## src/rtl/pcm_sample_feed_pkg.sv

```systemverilog
// Shared audio constants for the PCM sample feed: FSM states, sample widths,
// logarithmic gain table and frame-size encoding.
package pcm_sample_feed_pkg;

  localparam int unsigned SampleW = 24;
  localparam int unsigned PcmW    = 16;
  localparam int unsigned GainW   = 8;
  localparam int unsigned NeedW   = 3;

  typedef enum logic [1:0] {
    StIdle,
    StFetch,
    StScale
  } state_e;

  // Roughly 3 dB per volume step; 128 is unity gain.
  function automatic logic [GainW-1:0] gain_lut(input logic [3:0] volume);
    logic [GainW-1:0] g;
    unique case (volume)
      4'd0:    g = 8'd0;
      4'd1:    g = 8'd1;
      4'd2:    g = 8'd1;
      4'd3:    g = 8'd2;
      4'd4:    g = 8'd3;
      4'd5:    g = 8'd4;
      4'd6:    g = 8'd6;
      4'd7:    g = 8'd8;
      4'd8:    g = 8'd11;
      4'd9:    g = 8'd16;
      4'd10:   g = 8'd23;
      4'd11:   g = 8'd32;
      4'd12:   g = 8'd45;
      4'd13:   g = 8'd64;
      4'd14:   g = 8'd91;
      default: g = 8'd128;
    endcase
    return g;
  endfunction

  // Bytes per frame: (16-bit ? 2 : 1) x (stereo ? 2 : 1).
  function automatic logic [NeedW-1:0] frame_need(input logic stereo, input logic wide);
    logic [NeedW-1:0] n;
    unique case ({wide, stereo})
      2'b00:   n = 3'd1;
      2'b01:   n = 3'd2;
      2'b10:   n = 3'd2;
      default: n = 3'd4;
    endcase
    return n;
  endfunction

endpackage

```

## src/rtl/pcm_volume.sv

```systemverilog
// Combinational volume stage: log gain lookup and signed 16x8 multiply,
// producing a 24-bit word scaled so that unity gain maps full scale to full scale.
module pcm_volume
  import pcm_sample_feed_pkg::*;
(
  input  logic [3:0]         volume,
  input  logic [PcmW-1:0]    sample,
  output logic [SampleW-1:0] scaled
);

  logic signed [SampleW-1:0] s_ext;
  logic signed [SampleW-1:0] g_ext;
  logic signed [SampleW-1:0] prod;

  // |s16 x g| <= 2^22, so a 24-bit product never overflows; the final <<1 may wrap.
  always_comb begin
    s_ext  = {{(SampleW - PcmW){sample[PcmW-1]}}, sample};
    g_ext  = {{(SampleW - GainW){1'b0}}, gain_lut(volume)};
    prod   = s_ext * g_ext;
    scaled = prod << 1;
  end

endmodule

```

## src/rtl/pcm_sample_feed.sv

```systemverilog
// Fetches PCM frames from the audio FIFO at a rate set by a phase accumulator,
// applies volume and holds 24-bit left/right words for the DAC.
module pcm_sample_feed
  import pcm_sample_feed_pkg::*;
#(
  parameter int unsigned FIFO_LVL_W = 13
) (
  input  logic                  clk,
  input  logic                  rst,
  input  logic                  next_sample,
  input  logic [7:0]            fifo_rddata,
  input  logic [FIFO_LVL_W-1:0] fifo_level,
  output logic                  fifo_rd,
  input  logic                  mode_stereo,
  input  logic                  mode_16bit,
  input  logic [7:0]            rate,
  input  logic [3:0]            volume,
  output logic [SampleW-1:0]    left_data,
  output logic [SampleW-1:0]    right_data,
  output logic                  underrun
);

  state_e               state_q, state_d;
  logic [6:0]           acc_q, acc_d;
  logic [1:0]           cnt_q, cnt_d;
  logic [NeedW-1:0]     need_q, need_d;
  logic                 stereo_q, stereo_d;
  logic                 wide_q, wide_d;
  logic [3:0][7:0]      slot_q, slot_d;
  logic [SampleW-1:0]   left_q, left_d;
  logic [SampleW-1:0]   right_q, right_d;
  logic                 underrun_q, underrun_d;

  logic [7:0]           step;
  logic [7:0]           sum;
  logic                 due;
  logic [NeedW-1:0]     need_now;
  logic                 level_ok;
  logic [PcmW-1:0]      left16, right16, right_raw;
  logic [SampleW-1:0]   vol_left, vol_right;

  // Rates of 128 and above saturate to one fetch per request.
  assign step     = rate[7] ? 8'd128 : rate;
  assign sum      = {1'b0, acc_q} + step;
  assign due      = next_sample & sum[7];
  assign need_now = frame_need(mode_stereo, mode_16bit);
  assign level_ok = fifo_level >= FIFO_LVL_W'(need_now);

  // Slots hold bytes in arrival order; 8-bit samples occupy the high byte.
  assign left16    = wide_q ? {slot_q[1], slot_q[0]} : {slot_q[0], 8'h00};
  assign right_raw = wide_q ? {slot_q[3], slot_q[2]} : {slot_q[1], 8'h00};
  assign right16   = stereo_q ? right_raw : left16;

  pcm_volume u_vol_left (
    .volume (volume),
    .sample (left16),
    .scaled (vol_left)
  );

  pcm_volume u_vol_right (
    .volume (volume),
    .sample (right16),
    .scaled (vol_right)
  );

  always_comb begin
    state_d    = state_q;
    acc_d      = acc_q;
    cnt_d      = cnt_q;
    need_d     = need_q;
    stereo_d   = stereo_q;
    wide_d     = wide_q;
    slot_d     = slot_q;
    left_d     = left_q;
    right_d    = right_q;
    underrun_d = 1'b0;
    fifo_rd    = 1'b0;

    if (next_sample) begin
      acc_d = sum[6:0];
    end

    unique case (state_q)
      StIdle: begin
        // Fetch is all-or-nothing: never pop a partial frame.
        if (due) begin
          if (level_ok) begin
            state_d  = StFetch;
            cnt_d    = 2'd0;
            need_d   = need_now;
            stereo_d = mode_stereo;
            wide_d   = mode_16bit;
          end else begin
            underrun_d = 1'b1;
          end
        end
      end
      StFetch: begin
        fifo_rd       = 1'b1;
        slot_d[cnt_q] = fifo_rddata;
        if ({1'b0, cnt_q} == need_q - 3'd1) begin
          state_d = StScale;
        end else begin
          cnt_d = cnt_q + 2'd1;
        end
      end
      StScale: begin
        left_d  = vol_left;
        right_d = vol_right;
        state_d = StIdle;
      end
      default: state_d = StIdle;
    endcase
  end

  always_ff @(posedge clk) begin
    if (rst) begin
      state_q    <= StIdle;
      acc_q      <= '0;
      cnt_q      <= '0;
      need_q     <= '0;
      stereo_q   <= 1'b0;
      wide_q     <= 1'b0;
      slot_q     <= '0;
      left_q     <= '0;
      right_q    <= '0;
      underrun_q <= 1'b0;
    end else begin
      state_q    <= state_d;
      acc_q      <= acc_d;
      cnt_q      <= cnt_d;
      need_q     <= need_d;
      stereo_q   <= stereo_d;
      wide_q     <= wide_d;
      slot_q     <= slot_d;
      left_q     <= left_d;
      right_q    <= right_d;
      underrun_q <= underrun_d;
    end
  end

  assign left_data  = left_q;
  assign right_data = right_q;
  assign underrun   = underrun_q;

endmodule

```

## config.mk

```make
export PLATFORM = sky130hd
export DESIGN_NAME = pcm_sample_feed
export DESIGN_NICKNAME = d
export VERILOG_FILES = /design/src/rtl/pcm_sample_feed_pkg.sv /design/src/rtl/pcm_volume.sv /design/src/rtl/pcm_sample_feed.sv
export SDC_FILE = /design/constraint.sdc
export NUM_CORES = 1
export LEC_CHECK = 0
export CAP_MARGIN = 20
export CORE_MARGIN = 2
export CORE_UTILIZATION = 40
export CTS_CLUSTER_SIZE = 30
export DETAILED_ROUTE_END_ITERATION = 10
export GPL_TIMING_DRIVEN = 0
export MAX_ROUTING_LAYER = met4
export PLACE_DENSITY = 0.61
export SLEW_MARGIN = 20
export SYNTH_ARGS = -nofsm -noshare
export SYNTH_HDL_FRONTEND = slang
export SYNTH_HIERARCHICAL = 1
export SYNTH_SLANG_ARGS = --single-unit
export TNS_END_PERCENT = 5
```

## constraint.sdc

```tcl
create_clock -name clk -period 6.4 [get_ports clk]
set_input_delay 1.28 -clock clk [delete_from_list [all_inputs] [get_ports clk]]
set_output_delay 1.28 -clock clk [all_outputs]
set_load 0.02 [all_outputs]
```

* Word-level counts from Yosys, hierarchy flattened *
Memories as Yosys holds them, arrays and structs flattened.
Index checks and enable logic that the tools add are counted.

word-level totals
  register bits = 95
  bits in read-only memories = 256
  input port bits = 38
  output and inout bits = 50
  memories = 2

cells by class
  add/subtract/negate cells = 3
  $mul = 2
  magnitude comparators = 3
  equality and inequality tests = 9
  mux-type cells = 18
  bitwise operators = 3
  reductions and logical operators = 9

memories
  name              words  width  rd ports  clocked after memory_dff  wr ports  RTL line                   text
  (name not given)  16     8      1         0                         0         pcm_sample_feed_pkg.sv:19  unique case (volume)
  (name not given)  16     8      1         0                         0         pcm_sample_feed_pkg.sv:19

operator list
  operator               number
  $mux W16               3
  $mul A16 B9 Y23        2
  $bwmux W32             1
  $demux W8 S2           1
  $mux W8                2
  $ge A13 B3 Y1          1
  $mux W2                6
  $add A7 B8 Y8          1
  $ne A2 B2 Y1 const B   4
  $pmux W2 S2            2
  $pmux W3 S2            1
  $reduce_and A3 Y1      2
  $eq A2 B1 Y1 const B   2
  $eq A2 B2 Y1 const B   2
  $logic_not A2 Y1       2
  $reduce_and A4 Y1      1
  $eq A2 B3 Y1           1
  $lt A2 B3 Y1 const B   1
  $reduce_or A3 Y1       1
  $sub A3 B1 Y3 const B  1
  $add A2 B1 Y2 const B  1
  $ge A2 B1 Y1 const B   1
  $mux W1                2
  $not A1 Y1             2
  other kinds (4)        4

* Longest topological paths before layout *
  depth after elaboration = 7
  gate-level depth with buffers = 25

* Cells and area by module *
The synthesis kept the hierarchy.

modules (own cells, without submodules)
  module                    instances  cells an instance  area an instance (um^2)  seq. area each (um^2)
  pcm_volume (u_vol_left)   1          553                4642.0                   0.0
  pcm_volume (u_vol_right)  1          550                4639.4                   0.0
  pcm_sample_feed           1          573                4548.1                   1941.9

* Worst setup path before layout *
OpenSTA, ideal clock, no wires.

  kind = input -> register
  start = in volume[0]
  end = reg right_q[22], in the netlist right_data[22]
  library setup time = 0.070 ns
  data arrival time = 6.247 ns
  data required time = 6.330 ns
  path slack = 0.082 ns
  stages on the path = 24
  buffers on the path = 1
  cells stage by stage = inv_1 ha_1 nand2b_1 nand2_1 nor2_1 a21oi_1 clkbuf_1 nand2_1 fa_1 inv_1 fa_1 fa_1 inv_1 fa_1 inv_1 ha_1 a21o_2 nand2_2 a31oi_2 a21oi_4 or4_1 nand3_1 nand2_1 a21oi_1

between the ends
  word-level cells in the longest chain between the ends = 2

RTL lines
  item                  RTL line                text
  from (decl)           pcm_sample_feed.sv:17   input logic [3:0] volume,
  $mem_v2 Z16 W8        -
  $mul A16 B9 Y23       pcm_volume.sv:19        prod = s_ext * g_ext;
  net vol_right[22]     pcm_sample_feed.sv:40   logic [SampleW-1:0] vol_left, vol_right;
  to (signal assigned)  pcm_sample_feed.sv:137  right_q <= right_d;
  to (decl)             pcm_sample_feed.sv:31   logic [SampleW-1:0] right_q, right_d;

The timed path passes the listed nets, and every way through them passes these cells.
A chain may end at the register's enable or synchronous reset.

* Worst setup path after layout *
  start = in volume[0]
  end = reg right_q[23], in the netlist right_data[23]

Same word-level chain as after synthesis.

==> metrics.md <==
| Metric | Value |
|---|---|
| Synthesized flop and latch total | `97` |
| Hold crit path type | `reg -> reg` |
| CP Launch Type | `input pin` |
| CP Max Fanout | `10` |
| Largest family of logic cells by synthesized area | `adder cells` |
| Post-synth top flop | `dfxtp_1` |
| Fin crit share | `97.21%` |
| WL/cell | `15.27 um` |
| Layout Skew | `0.01101 ns` |
| PD cells | `105.2 mW/mm2` |
| Final setup fails | `0` |
| Hold path startpoint | `right_data[20]$_SDFFE_PP0N_` |
| Syn_area_per_cell | `8.252 um2` |
| Leak | `7.566 nW` |
| Post-route DRC | `0` |
| Arrival time at the worst endpoint | `6.53 ns` |
| Ant diodes | `0` |
| Mapped cell area | `0.01383 mm2` |
| Maximum VDD drop | `0.1344 mV` |
| Row cnt | `68` |
| Max-slew headroom | `38.85%` |
| Vias | `11320` |
| Crit Path Category | `in -> reg` |
| RePlAce Congestion | `0.8443` |
| Clk pwr share | `34.3%` |
| Floorplan core area | `0.03429 mm2` |
| Layout area overhead | `17.25%` |
| Initial DRT Pass Iterations | `4` |
| First-pass GRT wire length | `56700 um` |
| Simple-gate area share of the yosys netlist | `20.70%` |
| Slew @ Worst Pin | `0.9173 ns` |
| Reg clk slew, reported paths | `0.08 ns` |
| Initial DRC count | `628` |
| Outcome | `completed` |
| Initial antenna violation count | `0` |
| Pint | `1.102 mW` |
| Setup_tns | `0 ns` |
| Number of I/O pins | `88` |
| Post-synthesis mux area share | `1.809%` |
| Fin crit period | `6.222 ns` |
| Crit end category | `flop` |
| Worst endpoint required time | `6.71 ns` |
| Dpl cells | `2216` |
| CTS Sinks | `97` |
| RSZ-0062 raised after global routing | `true` |
| Net Switching | `604.7 uW` |
| Buffers on Ports | `85` |
| Post-Synth XOR/XNOR Area | `2.977%` |
| Maximum root-to-sink buffer count | `2` |
| Most frequent cells in the layout | `299 x inv_1, 278 x nand2_1, 191 x fa_1` |
| Starting Density | `40.33%` |
| Post-Synthesis Cells | `1676` |
| Synth Area in Compound Gates | `11.71%` |
| Combinational Power Share | `29.2%` |
| YS warnings | `6` |
| Synthesized Nets | `2022` |
| Worst r2r src | `stereo_q$_SDFFE_PP0P_` |
| Largest net degree at the start of global routing | `19` |
| Switching Share | `35.43%` |
| Clock tree from TritonCTS | `done` |
| GR Util All Layers | `20.37%` |
| Fmax achieved | `160.7 MHz` |
| HPWL Detailed | `27360 um` |
| Post-synthesis adder-cell area fraction | `38.45%` |
| Die area | `0.03608 mm2` |
| Die height | `189.9 um` |
| Antenna viol nets, final | `0` |
| Layout net count | `2145` |
| Number of global-route vias before repair | `11320` |
| Vias per Instance | `5.009` |
| Worst skew pair latency | `0.38 ns` |
| Hold_ws | `0.4538 ns` |
| Share of cells above drive strength 1 | `9.756%` |
| Root Driver | `clkbuf_16` |
| CTS Buf Count | `9` |
| Seq/Total Area, Yosys | `14.04%` |
| Most common cell after layout, fill and taps aside | `inv_1` |
| H-tree depth | `3` |
| Number of flops mapped to enable cells by yosys | `0` |
| DRT Wirelength | `34500 um` |
| Final Non-Filler Cells | `2259` |
| Post-synth cell types | `74` |
| Critical Path Source | `volume[0]` |
| Grt total ovfl | `0` |
| Die width | `189.9 um` |
| Final Hold Fails | `0` |
| Sequential power share | `36.4%` |
| Max_cap viols | `0` |
| Slew Limit Fails | `0` |
| Ys async rst share | `0%` |
==> flip-flops by register name, indices dropped and copies added (netlist names), 2 cells and up <==
name        flops
need_q          3
left_data      24
state_q         2
right_data     24
slot_q         32
cnt_q           2
acc_q           7
==> worst max-delay path: stages <==
cell and delay [ns]:
buf_8 0.13, inv_2 0.07, ha_4 0.16, mux2_2 0.26, a22o_2 0.30, buf_4 0.19
nand2_1 0.10, fa_1 0.43, fa_1 0.54, inv_1 0.05, fa_1 0.53, inv_1 0.05
fa_1 0.47, inv_1 0.06, ha_4 0.28, o211ai_1 0.10, o21ai_2 0.30, o2111ai_4 0.20
a31oi_4 0.29, nand3_2 0.13, a32oi_4 0.31, nand2_2 0.12, a21oi_2 0.16
==> final timing paths <==
kind | endpoint | slack [ns] | cells past startpoint
setup / recovery | right_data[23]$_SDFFE_PP0N_ | 0.18 | 23
hold / removal | right_data[20]$_SDFFE_PP0N_ | 0.45 | 2
setup reg to reg | right_data[23]$_SDFFE_PP0N_ | 0.30 | 19
hold reg to reg | right_data[20]$_SDFFE_PP0N_ | 0.45 | 2
==> routing by layer <==
metal / vias to the layer above / part of all wire [%] / track usage, %
met1: 5489 / 46 / 27.19
met5: - / 0 / -
li1: 5500 / - / -
met4: 0 / 2.3 / 5.933
met2: 289 / 45 / 31.44
met3: 38 / 6.3 / 4.058
==> power groups by stage <==
| stage | combinational [mW] | sequential, mW | clock (mW) |
|---|---|---|---|
| after floorplan | 0.316 | 0.632 | 0 |
| after global placement | 0.433 | 0.636 | 0 |
| after detailed placement | 0.438 | 0.636 | 0 |
| after CTS | 0.465 | 0.622 | 0.606 |
| after global routing | 0.561 | 0.623 | 0.623 |
| final | 0.499 | 0.622 | 0.586 |
==> through the flow <==
step	cell area, um2	total power [mW]	utilization, %	setup slack [ns]
final	16220	1.707	47.29	0.1784
after floorplan	13830	0.9479	-	0.08225
after global routing	16220	1.808	47.29	-0.02853
after global placement	15250	1.069	44.48	-1.822
after CTS	15810	1.693	46.12	-0.006820
after detailed placement	15250	1.074	44.48	-1.872
==> what timing repair did <==
action,in CTS,in global routing
hold buffers,0,0
setup buffers,8,18
cloned,0,1
endpoints found under the setup margin,31,14
pin swaps,10,32
gates resized for setup,68,87
==> layout make-up <==
cell class,count,area [um2]
buffer,63,369.1
tap,455,569.3
inverter,304,1141
clock inverter,6,58.81
clock buffer,10,239.0
sequential,97,1942
fill,3346,18070
multi-input combinational,1212,10840
timing repair buffer,112,1054
==> Yosys cell counts, drive strengths merged, types with 27 or more instances <==
| cell type | n | area, um2 |
|---|---|---|
| inv | 304 | 1141 |
| nand2 | 282 | 1061 |
| fa | 195 | 3904 |
| a21oi | 136 | 703.2 |
| and2 | 134 | 838.3 |
| ha | 113 | 1414 |
| dfxtp | 97 | 1942 |
| nand3 | 41 | 205.2 |
| clkbuf | 40 | 150.1 |
| nor2b | 30 | 187.7 |
| xnor2 | 28 | 245.2 |
| nor2 | 27 | 101.4 |
==> kinds of logic (layout without fill, tap and decap cells) <==
logic type | after synthesis | count (layout)
AO/OA/AOI/OAI | 247 | 247
XOR/XNOR | 47 | 47
adder cells (fa/ha/maj) | 308 | 308
buffers and inverters | 367 | 495
flip-flops | 97 | 97
multiplexers | 24 | 24
other | 2 | 2
AND/OR/NAND/NOR | 584 | 584
Note: power is estimated with default switching activity, not from simulation.
